`config.mk`:
```
export PLATFORM = sky130hd
export DESIGN_NAME = switch_io_responder_flat
export DESIGN_NICKNAME = d
export VERILOG_FILES = /design/src/rtl/swio_pkg.sv /design/src/rtl/switch_io_responder_if.sv /design/src/rtl/swio_debounce.sv /design/src/rtl/switch_io_responder.sv /design/src/flat_wrapper.sv
export SDC_FILE = /design/constraint.sdc
export NUM_CORES = 1
export LEC_CHECK = 0
export CELL_PAD_IN_SITES_DETAIL_PLACEMENT = 1
export CELL_PAD_IN_SITES_GLOBAL_PLACEMENT = 1
export CORE_ASPECT_RATIO = 0.5
export CORE_MARGIN = 2
export CORE_UTILIZATION = 37
export DETAILED_ROUTE_END_ITERATION = 6
export GPL_TIMING_DRIVEN = 0
export PLACE_DENSITY = 0.81
export SKIP_LAST_GASP = 1
export SYNTH_ARGS = -nofsm -noshare
export SYNTH_HDL_FRONTEND = slang
export SYNTH_SLANG_ARGS = --single-unit
```
`constraint.sdc`:
```
create_clock -name clk -period 2.3 [get_ports clk]
set_input_delay 0.345 -clock clk [delete_from_list [all_inputs] [get_ports clk]]
set_output_delay 0.345 -clock clk [all_outputs]
set_load 0.05 [all_outputs]
```
`src/rtl/swio_pkg.sv`:
```
// Shared types and constants for the switch-input responder: FSM encoding, status bit
// positions and default read addresses.
package swio_pkg;

    localparam int unsigned ADDR_W      = 16;
    localparam int unsigned DATA_W      = 32;

    localparam int unsigned READY_BIT   = 0;
    localparam int unsigned OVERRUN_BIT = 1;

    localparam logic [ADDR_W-1:0] DEF_DATA_ADDR    = 16'h8000;
    localparam logic [ADDR_W-1:0] DEF_STAT_ADDR    = 16'h8001;
    localparam logic [ADDR_W-1:0] LIVE_ADDR_OFFSET = 16'h0002;

    typedef enum logic [1:0] {
        IDLE         = 2'd0,
        DEBOUNCE     = 2'd1,
        PRESSED      = 2'd2,
        WAIT_RELEASE = 2'd3
    } swio_state_e;

endpackage

```
`src/rtl/switch_io_responder_if.sv`:
```
// CPU switch-read port: address and strobe from the CPU, read data back from the peripheral.
interface switch_io_responder_if;
    import swio_pkg::*;

    logic [ADDR_W-1:0] read_address;
    logic              read_enable;
    logic [DATA_W-1:0] SWData;

    modport master (output read_address, output read_enable, input SWData);
    modport slave  (input read_address, input read_enable, output SWData);

endinterface

```
`src/rtl/swio_debounce.sv`:
```
// Commit-button debouncer: 2-FF synchronizer, press/release FSM, one-cycle commit pulse.
module swio_debounce
    import swio_pkg::*;
#(
    parameter int unsigned DEBOUNCE_CYCLES = 20000
) (
    input  logic clk,
    input  logic rst,
    input  logic btn_commit,
    output logic commit
);

    localparam int unsigned       CNT_W    = $clog2(DEBOUNCE_CYCLES + 1);
    localparam logic [CNT_W-1:0] CNT_LAST = CNT_W'(DEBOUNCE_CYCLES - 1);

    logic             btn_meta;
    logic             btn_s;
    swio_state_e      state;
    swio_state_e      state_d;
    logic [CNT_W-1:0] cnt;
    logic [CNT_W-1:0] cnt_d;

    always_ff @(posedge clk) begin
        if (!rst) begin
            btn_meta <= 1'b0;
            btn_s    <= 1'b0;
        end else begin
            btn_meta <= btn_commit;
            btn_s    <= btn_meta;
        end
    end

    // commit is registered from the next state so it is high exactly while in PRESSED
    always_ff @(posedge clk) begin
        if (!rst) begin
            state  <= IDLE;
            cnt    <= '0;
            commit <= 1'b0;
        end else begin
            state  <= state_d;
            cnt    <= cnt_d;
            commit <= (state_d == PRESSED);
        end
    end

    always_comb begin
        state_d = state;
        cnt_d   = cnt;
        case (state)
            IDLE: begin
                if (btn_s) begin
                    state_d = DEBOUNCE;
                    cnt_d   = '0;
                end
            end
            DEBOUNCE: begin
                if (!btn_s)                state_d = IDLE;
                else if (cnt == CNT_LAST)  state_d = PRESSED;
                else                       cnt_d   = cnt + CNT_W'(1);
            end
            PRESSED: begin
                state_d = WAIT_RELEASE;
                cnt_d   = '0;
            end
            WAIT_RELEASE: begin
                // any high sample restarts the release window, so chatter cannot re-arm
                if (btn_s)                 cnt_d   = '0;
                else if (cnt == CNT_LAST)  state_d = IDLE;
                else                       cnt_d   = cnt + CNT_W'(1);
            end
            default: begin
                state_d = IDLE;
                cnt_d   = '0;
            end
        endcase
    end

endmodule

```
`src/rtl/switch_io_responder.sv`:
```
// Memory-mapped switch peripheral: latches the switch bank on each debounced commit press.
// Optional SWIO_LIVE_READ_EN maps the live synchronized switches at DATA_ADDR+2.
module switch_io_responder
    import swio_pkg::*;
#(
    parameter int unsigned       SW_WIDTH        = 16,
    parameter int unsigned       DEBOUNCE_CYCLES = 20000,
    parameter logic [ADDR_W-1:0] DATA_ADDR       = DEF_DATA_ADDR,
    parameter logic [ADDR_W-1:0] STAT_ADDR       = DEF_STAT_ADDR
) (
    input  logic                 clk,
    input  logic                 rst,
    input  logic [SW_WIDTH-1:0]  sw,
    input  logic                 btn_commit,
    switch_io_responder_if.slave bus,
    output logic                 ready_led
);

    logic [SW_WIDTH-1:0] sw_meta;
    logic [SW_WIDTH-1:0] sw_s;
    logic [SW_WIDTH-1:0] data_reg;
    logic                ready;
    logic                overrun;
    logic                commit;
    logic                data_rd;

    always_ff @(posedge clk) begin
        if (!rst) begin
            sw_meta <= '0;
            sw_s    <= '0;
        end else begin
            sw_meta <= sw;
            sw_s    <= sw_meta;
        end
    end

    swio_debounce #(
        .DEBOUNCE_CYCLES (DEBOUNCE_CYCLES)
    ) u_deb (
        .clk        (clk),
        .rst        (rst),
        .btn_commit (btn_commit),
        .commit     (commit)
    );

    assign data_rd = bus.read_enable && (bus.read_address == DATA_ADDR);

    // A commit on the same edge as a data read wins: the CPU took the old value, so no overrun.
    always_ff @(posedge clk) begin
        if (!rst) begin
            data_reg <= '0;
            ready    <= 1'b0;
            overrun  <= 1'b0;
        end else if (commit) begin
            data_reg <= sw_s;
            ready    <= 1'b1;
            if (data_rd)    overrun <= 1'b0;
            else if (ready) overrun <= 1'b1;
        end else if (data_rd) begin
            ready   <= 1'b0;
            overrun <= 1'b0;
        end
    end

    always_comb begin
        bus.SWData = '0;
        if (bus.read_address == DATA_ADDR) begin
            bus.SWData = DATA_W'(data_reg);
        end else if (bus.read_address == STAT_ADDR) begin
            bus.SWData[READY_BIT]   = ready;
            bus.SWData[OVERRUN_BIT] = overrun;
        end
`ifdef SWIO_LIVE_READ_EN
        else if (bus.read_address == DATA_ADDR + LIVE_ADDR_OFFSET) begin
            bus.SWData = DATA_W'(sw_s);
        end
`endif
    end

    assign ready_led = ready;

endmodule

```
`src/flat_wrapper.sv`:
```
// flat-port wrapper written by rule: the top's interface ports become plain ports
module switch_io_responder_flat import swio_pkg::*;
#(
    parameter int unsigned       SW_WIDTH        = 16,
    parameter int unsigned       DEBOUNCE_CYCLES = 20000,
    parameter logic [ADDR_W-1:0] DATA_ADDR       = DEF_DATA_ADDR,
    parameter logic [ADDR_W-1:0] STAT_ADDR       = DEF_STAT_ADDR
)
  (clk, rst, sw, btn_commit, ready_led, bus_read_address, bus_read_enable, bus_SWData);
  switch_io_responder_if bus_i ();
  input  logic clk;
  input  logic rst;
  input  logic [SW_WIDTH-1:0] sw;
  input  logic btn_commit;
  output logic ready_led;
  input wire logic [$bits(bus_i.read_address)-1:0] bus_read_address;
  input wire logic [$bits(bus_i.read_enable)-1:0] bus_read_enable;
  output wire logic [$bits(bus_i.SWData)-1:0] bus_SWData;
  assign bus_i.read_address = bus_read_address;
  assign bus_i.read_enable = bus_read_enable;
  assign bus_SWData = bus_i.SWData;
  switch_io_responder #(.SW_WIDTH(SW_WIDTH), .DEBOUNCE_CYCLES(DEBOUNCE_CYCLES), .DATA_ADDR(DATA_ADDR), .STAT_ADDR(STAT_ADDR)) u_core (.clk(clk), .rst(rst), .sw(sw), .btn_commit(btn_commit), .bus(bus_i), .ready_led(ready_led));
endmodule
```
; After elaboration in Yosys (flattened, before gate mapping)
; Cells that the tools add are included.
[word_totals]
ff_bits = 70
input_bits = 36
out_inout_bits = 33
wordCells = 45
[classes]
addsub = 1
eq_ne = 9
n_mux = 19
n_reduce_logical = 6
[op_table]
columns = operator, count
row1 = 15-bit 2-to-1 mux, 4
row2 = 15-bit case mux with 4 select lines, 1
row3 = "16-bit equality test, second input constant", 2
row4 = "15-bit by 1-bit adder with 15-bit output, second input constant", 1
row5 = "15-bit equality test, second input constant", 1
row6 = 14-bit 2-to-1 mux, 1
row7 = 2-bit 2-to-1 mux, 7
row8 = 2-bit case mux with 4 select lines, 1
row9 = "2-bit equality test, second input constant", 3
row10 = 1-bit 2-to-1 mux, 5
row11 = "2-bit inequality test, second input constant", 2
row12 = 2-bit AND reduction, 2
row13 = 2-bit nonzero test, 2
row14 = "2-bit by 1-bit equality test with 1-bit output, second input constant", 1
row15 = 2-bit zero test, 1
row16 = 1-bit logical AND, 1

; Logic depth before layout (Yosys ltp)
[logic_depth]
depth_word = 5
depth_mapped = 5
mapped_depth_nobuf = 5

; Hierarchy
; A second synthesis with hierarchy kept.
[unflattened]
hier_cells = 284
hier_area_um2 = 2896.5
[modules_own_cells]
columns = mod, instances, cells_each, area_each_um2, seq_area_each_um2
row1 = switch_io_responder, 1, 174, 1949.4, 1001.0
row2 = swio_debounce, 1, 110, 947.2, 400.4

; Worst setup path after synthesis
; Ideal clock, no wire load.
[synth_timing]
kind = input port to output port
startpoint = in bus_read_address[5]
endpoint = out bus_SWData[10]
arrival_time_ns = 1.625
required_time_ns = 1.955
setup_slack_ns = 0.330
cell_stages = 4
n_path_buf = 1
path_cell_list = nor4b_1 > and4_1 > clkbuf_1 > and2_1
[synth_between]
elab_chain_cells = 2
[synth_lines]
columns = element, line_no
row1 = from (decl), flat_wrapper.sv:16  ; input wire logic [$bits(bus_i.read_address)-1:0] bus_read_address;
row2 = 16-bit equality test, switch_io_responder.sv:67  ; if (bus.read_address == DATA_ADDR) begin
row3 = 14-bit 2-to-1 mux, switch_io_responder.sv:67
row4 = to (decl), flat_wrapper.sv:18  ; output wire logic [$bits(bus_i.SWData)-1:0] bus_SWData;
; Every way passes these cells.

; Worst setup path in the final report
[layout_timing]
startpoint = in bus_read_address[5]
endpoint = out bus_SWData[2]
; The elaborated chain is that of the path after synthesis.

==> results.json <==
{
  "post_drt_wl_per_cell_um": 14.2,
  "gp_congestion": 0.740,
  "fin_area_sq_um": 3780,
  "cp_top_family": "buffers and inverters",
  "seq_area_frac_synth_pct": 50.8,
  "grtUsageMet2_pct": 33.1,
  "yosysTopAreaCellShare_pct": 50.8,
  "portBuffers": 52,
  "grt_use_met3_pct": 6.36,
  "synth_edf_count": 0,
  "fin_ws_ns": 0.00640,
  "finalSetupViolations": 0,
  "placementRows": 22,
  "internal_power_mw": 2.18,
  "ir_worst_vdd_mv": 0.275,
  "fp.dieH_um": 65.1,
  "maxCapViolCount": 0,
  "register_area_sq_um": 1400,
  "swShare_pct": 22.3,
  "switchingPower_mw": 0.629,
  "coreArea_sq_um": 7270,
  "syn_area_sq_um": 2760,
  "met1_usage_pct": 15.7,
  "crit_buf_inv": 3,
  "power_frac_clock_pct": 48.3,
  "async_reset_ff_share_pct": 0,
  "fin_crit_ns": 2.29,
  "syn_area_per_cell_sq_um": 10.0,
  "synth_warnings": 0,
  "track_usage_pct": 16.6,
  "layout_worst_path_cycle_share_pct": 99.7,
  "p_leak_nw": 1.44,
  "synth_cell_types": 41,
  "ys_seq_elements": 70,
  "cts_hold_buf": 0,
  "grt-busiest-layer": "met2",
  "mostFrequentLayoutCell": "dfxtp_1",
  "area_growth_pct": 37.1,
  "cpPeakStageDelay_ns": 0.45,
  "vias_per_cell": 4.77,
  "cts_buffer_depth": 2,
  "overflow": 0,
  "fin_util_pct": 52.0,
  "drtIter0Drc": 54,
  "dpl.hpwl_um": 4660,
  "hold_ws_ns": 0.427,
  "postPlaceCellArea_sq_um": 3460,
  "slew_viol_final": 0,
  "cts.clk_slew.worst_paths_ns": 0.06,
  "grt_max_degree": 14,
  "p_per_area_nw_per_um2": 744,
  "io_pins": 69,
  "grt_first_pass_wirelength_um": 10400,
  "antenna_left": 0,
  "multi_input_area_sq_um": 1290,
  "cts.sinks": 70,
  "worst_pin_slew_ns": 0.632,
  "synth_top_flop_cell": "dfxtp_1",
  "clkLatencyLatePin_ns": 0.33,
  "place_ws_ns": -1.07,
  "clock_skew_ns": 0.00687,
  "start_util_pct": 38.0,
  "synth_area_leader_cell": "dfxtp_1",
  "crit_fanout": 6,
  "max_slew_margin_pct": 57.8,
  "pwr-share-comb_pct": 7.3,
  "finalWirelength_um": 6490,
  "dr.pass1.iters": 4,
  "crit_required_ns": 1.96,
  "grt_pass1_vias": 2243,
  "vias": 2175,
  "slowest_stage": "clkdlybuf4s50_1",
  "status": "finished, final reports clean",
  "layout_common_cells": "dfxtp_1, and2_1, clkdlybuf4s50_1",
  "tritoncts": "yes",
  "hold_path_class": "register to register",
  "dieArea_sq_um": 8210,
  "diodes": 0,
  "fin_nets": 392,
  "critical_path_class": "primary input to primary output",
  "endpoint_kind": "primary output",
  "hold_viol": 0,
  "seqPwrFrac_pct": 44.4,
  "synth_area_leaders": "dfxtp_1, and2_1, mux2i_1, buf_4, nor2b_1",
  "drc": 0,
  "cp.arrival_ns": 1.95,
  "htreeDepth": 3,
  "die_w_um": 126,
  "cts_buffers": 9,
  "rsz0062_at_grt": "yes",
  "max_freq_mhz": 436,
  "start_kind": "primary input",
  "syn_inst": 276,
  "num-fill-cells": 814,
  "drive_gt1_share_pct": 17.5,
  "path_cells": "clkdlybuf4s50_1, nor4b_4, and4_4, buf_4, and2_1, buf_2",
  "antenna_found_initial": 0,
  "cts-root-buf": "clkbuf_16"
}
## worst paths after layout
kind	startpoint	to	slack (ns)	cells past startpoint
hold reg to reg	u_core.sw_meta[3]	u_core.sw_s[3]	0.43	1
setup / recovery	bus_read_address[5]	bus_SWData[2]	0.006	6
setup reg to reg	u_core.u_deb.cnt[0]	u_core.u_deb.cnt[0]	0.17	5
hold / removal	u_core.sw_meta[3]	u_core.sw_s[3]	0.43	1
## cell usage after synthesis, types with 4 or more instances
cell type,instances
nor4_1,8
nor2_1,14
and2_1,50
xnor2_1,8
dfxtp_1,70
nor3_1,9
mux2i_1,19
clkbuf_1,9
buf_4,16
nand2_1,11
nand4_1,4
nor2b_1,17
## per-layer routing
metal	share of wire (%)	routed length, um
met5	0	0
met4	1.4	89
met3	6.4	417
met2	53	3460
met1	39	2520
## logic make-up after synthesis
family	after synthesis	synth area share, %
AOI/OAI and AO/OA	18	4.72
xor gates and xnor gates	8	2.54
adders and majority gates	1	0.453
buffers and inverters	29	6.17
DFF	70	50.8
muxes	20	7.30
other	1	0.136
and+or+nand+nor	129	27.9
## power by group through the flow
stage | registers [mW] | clock network [mW] | logic [mW]
2_1_floorplan | 1.27 | 0 | 0.121
3_3_place_gp | 1.27 | 0 | 0.193
3_5_place_dp | 1.28 | 0 | 0.198
4_1_cts | 1.25 | 1.40 | 0.205
5_1_grt | 1.25 | 1.45 | 0.219
6_report | 1.25 | 1.36 | 0.204
## stage by stage
step           power [mW]  setup TNS (ns)  std cells
3_5_place_dp         1.47          -13.23        439
2_1_floorplan        1.39               0        291
3_3_place_gp         1.47          -11.80        439
5_1_grt              2.92         -0.0953        456
4_1_cts              2.85          -0.471        455
6_report             2.81               0        456
## timing repair
| action | 4_1_cts | 5_1_grt |
|---|---|---|
| pin swaps | 1 | 2 |
| gates cloned | 0 | 0 |
| setup endpoints to repair | 16 | 16 |
| setup buffers | 0 | 1 |
| gates resized for setup | 82 | 23 |
## worst reg2reg max path: cells and delay by family (launching register included)
| family | cells | cell delay (ns) |
|---|---|---|
| adder cells (fa/ha/maj) | 1 | 0.24 |
| flip-flops | 1 | 0.38 |
| multiplexers | 1 | 0.29 |
| AND/OR/NAND/NOR | 3 | 1.12 |
## cell type report
type | count | area share, %
timing repair buffer | 53 | 13.1
clock buffer | 10 | 6.05
buffer | 26 | 4.40
clock inverter | 6 | 1.89
sequential | 70 | 37.0
multi-input combinational | 192 | 34.0
tap | 96 | 3.18
inverter | 3 | 0.298
Power figures use the tool's default switching activity.
